File: src/rtl/sort_pkg.sv
// Shared types and helpers for the odd-even transposition stream sorter.
package sort_pkg;

  typedef enum logic [1:0] {
    LOAD  = 2'd0,
    SORT  = 2'd1,
    DRAIN = 2'd2
  } state_e;

  localparam logic ORDER_ASC  = 1'b0;
  localparam logic ORDER_DESC = 1'b1;

  function automatic int unsigned idx_width(input int unsigned depth);
    return (depth > 1) ? $clog2(depth) : 1;
  endfunction

endpackage

File: src/rtl/cmp_swap.sv
// Unsigned compare-exchange: lo lands at the lower index, hi at the upper.
module cmp_swap
  import sort_pkg::*;
#(
  parameter int unsigned WIDTH = 8
) (
  input  logic [WIDTH-1:0] a,
  input  logic [WIDTH-1:0] b,
  input  logic             desc,
  output logic [WIDTH-1:0] lo,
  output logic [WIDTH-1:0] hi,
  output logic             swapped
);

  // Strict compares so equal values never swap.
  assign swapped = (desc == ORDER_DESC) ? (a < b) : (a > b);
  assign lo      = swapped ? b : a;
  assign hi      = swapped ? a : b;

endmodule

File: src/rtl/stream_sorter.sv
// Serial-in, serial-out batch sorter: load DEPTH words, odd-even transposition sort
// one phase per clock, then stream the words out in the requested order.
module stream_sorter
  import sort_pkg::*;
#(
  parameter int unsigned WIDTH = 8,
  parameter int unsigned DEPTH = 3
) (
  input  logic             clk,
  input  logic             rst_n,
  input  logic             in_valid,
  output logic             in_ready,
  input  logic [WIDTH-1:0] in_data,
  input  logic             in_desc,
  output logic             out_valid,
  input  logic             out_ready,
  output logic [WIDTH-1:0] out_data,
  output logic             out_last,
  output logic             busy
);

  localparam int unsigned IW     = idx_width(DEPTH);
  localparam int unsigned NPAIR  = DEPTH / 2;
  localparam logic [IW-1:0] LastIdx = IW'(DEPTH - 1);

  state_e          state_q, state_d;
  logic [IW-1:0]   wr_idx_q, wr_idx_d, rd_idx_q, rd_idx_d, phase_q, phase_d;
  logic [1:0]      noswap_q, noswap_d;
  logic            mode_q, mode_d;
  logic [WIDTH-1:0] out_data_q, out_data_d;
  logic [WIDTH-1:0] mem_q [DEPTH];
  logic [WIDTH-1:0] mem_d [DEPTH];
  logic [WIDTH-1:0] sorted [DEPTH];

  logic [WIDTH-1:0] pa [NPAIR];
  logic [WIDTH-1:0] pb [NPAIR];
  logic [WIDTH-1:0] plo [NPAIR];
  logic [WIDTH-1:0] phi [NPAIR];
  logic [NPAIR-1:0] pswp, pen;
  logic             ph_odd, swapped;

  assign ph_odd = phase_q[0];

  // Pair k covers (2k,2k+1) on even phases and (2k+1,2k+2) on odd phases when it exists.
  for (genvar k = 0; k < NPAIR; k++) begin : g_pair
    if (2 * k + 2 < DEPTH) begin : g_both
      assign pa[k]  = ph_odd ? mem_q[2*k+1] : mem_q[2*k];
      assign pb[k]  = ph_odd ? mem_q[2*k+2] : mem_q[2*k+1];
      assign pen[k] = 1'b1;
    end else begin : g_even_only
      assign pa[k]  = mem_q[2*k];
      assign pb[k]  = mem_q[2*k+1];
      assign pen[k] = ~ph_odd;
    end
    cmp_swap #(.WIDTH(WIDTH)) u_cmp (
      .a      (pa[k]),
      .b      (pb[k]),
      .desc   (mode_q),
      .lo     (plo[k]),
      .hi     (phi[k]),
      .swapped(pswp[k])
    );
  end

  assign swapped = |(pswp & pen);

  for (genvar j = 0; j < DEPTH; j++) begin : g_elem
    logic [WIDTH-1:0] ev, od;
    if (j / 2 < NPAIR) begin : g_ev
      assign ev = (j % 2 == 0) ? plo[j/2] : phi[j/2];
    end else begin : g_ev_keep
      assign ev = mem_q[j];
    end
    if ((j >= 1) && ((j % 2 == 0) || (j + 1 < DEPTH))) begin : g_od
      assign od = (j % 2 == 1) ? plo[(j-1)/2] : phi[(j-1)/2];
    end else begin : g_od_keep
      assign od = mem_q[j];
    end
    assign sorted[j] = ph_odd ? od : ev;
  end

  always_comb begin
    state_d    = state_q;
    wr_idx_d   = wr_idx_q;
    rd_idx_d   = rd_idx_q;
    phase_d    = phase_q;
    noswap_d   = noswap_q;
    mode_d     = mode_q;
    mem_d      = mem_q;
    out_data_d = '0;
    unique case (state_q)
      LOAD: begin
        if (in_valid) begin
          mem_d[wr_idx_q] = in_data;
          if (wr_idx_q == '0) mode_d = in_desc;
          if (wr_idx_q == LastIdx) begin
            state_d  = SORT;
            wr_idx_d = '0;
            phase_d  = '0;
            noswap_d = '0;
          end else begin
            wr_idx_d = wr_idx_q + 1'b1;
          end
        end
      end
      SORT: begin
        mem_d    = sorted;
        noswap_d = swapped ? 2'd0 : noswap_q + 2'd1;
        phase_d  = phase_q + 1'b1;
        rd_idx_d = '0;
        if ((noswap_d == 2'd2) || (phase_q == LastIdx)) begin
          state_d    = DRAIN;
          out_data_d = sorted[0];
        end
      end
      DRAIN: begin
        out_data_d = out_data_q;
        if (out_ready) begin
          if (rd_idx_q == LastIdx) begin
            state_d    = LOAD;
            rd_idx_d   = '0;
            wr_idx_d   = '0;
            out_data_d = '0;
          end else begin
            rd_idx_d   = rd_idx_q + 1'b1;
            out_data_d = mem_q[rd_idx_d];
          end
        end
      end
      default: state_d = LOAD;
    endcase
  end

  always_ff @(posedge clk or negedge rst_n) begin
    if (!rst_n) begin
      state_q    <= LOAD;
      wr_idx_q   <= '0;
      rd_idx_q   <= '0;
      phase_q    <= '0;
      noswap_q   <= '0;
      mode_q     <= ORDER_ASC;
      out_data_q <= '0;
    end else begin
      state_q    <= state_d;
      wr_idx_q   <= wr_idx_d;
      rd_idx_q   <= rd_idx_d;
      phase_q    <= phase_d;
      noswap_q   <= noswap_d;
      mode_q     <= mode_d;
      out_data_q <= out_data_d;
    end
  end

  // Storage needs no reset; contents are rewritten by every batch.
  always_ff @(posedge clk) begin
    mem_q <= mem_d;
  end

  assign in_ready  = (state_q == LOAD);
  assign out_valid = (state_q == DRAIN);
  assign out_last  = out_valid && (rd_idx_q == LastIdx);
  assign out_data  = out_data_q;
  assign busy      = (state_q != LOAD);

endmodule
File: config.mk
export PLATFORM = sky130hd
export DESIGN_NAME = stream_sorter
export DESIGN_NICKNAME = d
export VERILOG_FILES = /design/src/rtl/sort_pkg.sv /design/src/rtl/cmp_swap.sv /design/src/rtl/stream_sorter.sv
export SDC_FILE = /design/constraint.sdc
export NUM_CORES = 1
export LEC_CHECK = 0
export ABC_AREA = 0
export BUFFER_PORTS_ARGS = -buffer_cell sky130_fd_sc_hd__buf_4
export CAP_MARGIN = 10
export CORE_ASPECT_RATIO = 1.1
export CORE_MARGIN = 2
export CORE_UTILIZATION = 24
export CTS_CLUSTER_DIAMETER = 40
export DETAILED_ROUTE_END_ITERATION = 6
export SYNTH_ARGS = -nofsm -noshare
export SYNTH_HDL_FRONTEND = slang
export SYNTH_SLANG_ARGS = --single-unit
export TNS_END_PERCENT = 5
File: constraint.sdc
create_clock -name clk -period 3.8 [get_ports clk]
set_input_delay 0.38 -clock clk [delete_from_list [all_inputs] [get_ports clk]]
set_output_delay 0.38 -clock clk [all_outputs]
set_load 0.005 [all_outputs]
==> flow_summary_export.csv <==
group,metric,value,unit
logic_synthesis,synthTopCellsByCount,"nand2_1, a21oi_1, nor2_1",
logic_synthesis,synthFlopType,"edfxtp_1",
cts,worstSkewPairLatency,0.29,ns
floorplan,coreArea,13200,µm²
sta,hold_viol_final,0,
cts,cts_setup_buffers,0,
detailed_routing,vias,2897,
detailed_routing,wl,9330,µm
logic_synthesis,syn_area,3240,µm²
detailed_routing,vias_per_cell,5.32,
sta,slew_headroom,13.9,%
cts,clkSlewWorstSetupHoldPaths,0.06,ns
logic_synthesis,syn_area_per_cell,8.91,µm²
final_layout,multiInputGateArea,1870,µm²
job,cap_violations,0,
cts,cts_tree,"built",
cts,cts_root_buffer,"clkbuf_16",
setup_path,worst_setup_path_end_kind,"flop",
hold_path,hold_depth,2,
cts,clockBufferDepth,2,
setup_path,rrSetupSlack,0.46,ns
setup_path,crit_fanout,32,
sta,drv_slew,0,
sta,rsz0062_at_grt,"no",
logic_synthesis,syn_inst,364,
grt,grt_max_degree,33,
logic_synthesis,synth_top_area_share,22.2,%
detailed_routing,drtAntennaViolNets,0,
sta,period_needed,3.34,ns
setup_path,reg2reg_to,"g_elem[0].od[0]",
floorplan,die_y,126,µm
place,dp_hpwl,6720,µm
logic_synthesis,synth_area_leaders,"edfxtp_1, dfrtp_1, nand2_1",
logic_synthesis,yosys_warnings,0,
logic_synthesis,ys_ff_latch,43,
place,io_buffers,24,
grt,antenna_found_initial,0,
hold_path,hold_end,"mode_q",
sta,fin_tns_setup,0,ns
place,gp_congestion,0.889,
hold_path,worstHoldStart,"in_desc",
outcome,status,"finished, final reports clean",
logic_synthesis,synth.most_common_cell,"nand2_1",
sta,fin_crit_sh,87.8,%
sta,max_freq,300,MHz
logic_synthesis,synth_seq_area_share,36.9,%
detailed_routing,routedWlPerCell,17.1,µm
final_layout,areaGrowthSynthToFinish,14.0,%
final_layout,nFillCells,1411,
sta,setup-violations-final,0,
floorplan,rows,44,
detailed_routing,firstDrtPassIters,5,
logic_synthesis,yosysTopAreaCell,"edfxtp_1",
cts,cts_buffers,5,
grt,grt_pass1_wl,15000,µm
setup_path,path_class,"flop to flop",
setup_path,start_kind,"flop",
floorplan,start_util,24.5,%
floorplan,die_w,115,µm
detailed_routing,drt-initial-drc-count,208,
grt,grt_pass1_vias,2793,
cts,cts.sinks,43,
grt,grt_use_total,13.1,%
setup_path,worstRegToRegCells,11,
cts,cts.htree.levels,2,
logic_synthesis,async_reset_ff_share,44.2,%
logic_synthesis,ys_types,53,
setup_path,arrival,3.43,ns
cts,holdBufCountCts,1,
sta,tightestPinTransition,1.28,ns
final_layout,layout.nets,411,
floorplan,ios,25,
sta,clock_skew,0.00463,ns
setup_path,cp.required,3.89,ns
final_layout,regArea,1200,µm²
grt,grt.overflow.total,0,
logic_synthesis,syn_nets,392,
cts,cts_resized,0,
detailed_routing,drc,0,
final_layout,diodes,0,
hold_path,hold_class,"input port to flop",
floorplan,die_area,14500,µm²
setup_path,reg2reg_from,"phase_q[0]",
logic_synthesis,synth_edf_count,24,
final_layout,drive_gt1_share,15.9,%
[cell families (layout without fill, tap and decap cells)]
| family | after synthesis | after routing | synth area share [%] |
|---|---|---|---|
| DFF | 43 | 43 | 36.9 |
| buffers and inverters | 32 | 52 | 5.71 |
| and+or+nand+nor | 150 | 150 | 22.8 |
| muxes | 16 | 16 | 5.21 |
| AOI/OAI and AO/OA | 108 | 108 | 23.6 |
| adders and majority gates | 15 | 15 | 5.79 |
[critical path: stages (launching register included)]
cell and delay, ns:
dfrtp_1 0.39, buf_4 0.24, nor2b_1 0.30, a21oi_1 0.10
ha_1 0.32, nand4_1 0.18, or3_1 0.41, a21oi_2 0.26
a211o_1 0.17, buf_4 0.26, nand2_1 0.18, o311ai_1 0.32
[stage by stage]
| step | area [µm²] | hold slack [ns] | util, % | setup slack (ns) | cells |
|---|---|---|---|---|---|
| global route | 3690 | 0.333 | 28.0 | 0.319 | 545 |
| detailed placement | 3550 | 0.278 | 26.9 | 0.568 | 536 |
| finish | 3690 | 0.331 | 28.0 | 0.462 | 545 |
| global placement | 3550 | 0.276 | 26.9 | 0.679 | 536 |
| CTS | 3690 | 0.334 | 28.0 | 0.546 | 545 |
| floorplan | 3240 | 0.0844 | - | 0.719 | 364 |
[cells in the final DEF, fill, tap and decap left out, types with 2 or more instances in the layout]
master	synthesis	final
o31ai_1	8	8
nor2_1	25	25
clkbuf_1	10	3
nor3_2	5	5
o21ai_1	5	5
a21oi_1	31	31
and3_1	7	7
o211ai_1	8	8
a21boi_0	4	4
dfrtp_1	19	19
a32o_1	11	11
nor3_1	15	15
nand2_1	62	62
mux2_2	3	3
inv_1	10	10
o21ai_0	14	14
mux2i_1	9	9
nor3b_1	5	5
edfxtp_1	24	24
clkbuf_16	0	5
a211o_1	2	2
a32oi_1	4	4
mux2_1	4	4
a211o_2	7	7
nor2b_1	7	7
ha_1	15	15
nand2b_1	5	5
nand3_1	8	8
a21o_1	5	5
buf_4	4	33
[state kept, by name, summed over array words and instances (netlist names)]
signal,cells
out_data,8
mode_q,1
state_q,2
g_elem.ev,8
mem_q,8
rd_idx_q,2
phase_q,2
noswap_q,2
wr_idx_q,2
g_elem.od,8
[per-layer routing]
| metal | wire length (µm) | vias to the layer above | part of all wire (%) | GRT usage, % |
|---|---|---|---|---|
| met4 | 231 | 0 | 2.5 | 4.32 |
| met3 | 528 | 15 | 5.7 | 1.92 |
| met2 | 4370 | 107 | 47 | 21.0 |
| met1 | 4210 | 1392 | 45 | 18.2 |
| met5 | 0 | - | 0 | 0 |
| li1 | - | 1383 | - | - |
[final cells by class]
cell class | count | area share, %
Timing Repair Buffer | 34 | 6.98
Clock buffer | 8 | 3.69
Inverter | 10 | 1.02
Multi-Input combinational cell | 289 | 50.5
Tap cell | 161 | 5.45
Sequential cell | 43 | 32.4
[worst max path at each step]
stage	start	cells after the start	slack, ns	endpoint
global placement	phase_q[0]	11	0.68	g_elem[2].ev[4]
detailed placement	phase_q[0]	10	0.57	g_elem[0].od[0]
CTS	phase_q[0]	10	0.55	g_elem[0].od[0]
global route	phase_q[0]	10	0.32	g_elem[0].od[0]
floorplan	phase_q[0]	13	0.72	g_elem[2].ev[3]
finish	phase_q[0]	11	0.46	g_elem[0].od[0]
Power is left out: the tool's default activity adds up to more than one toggle a clock period on the data nets, which glitch-free logic cannot reach.
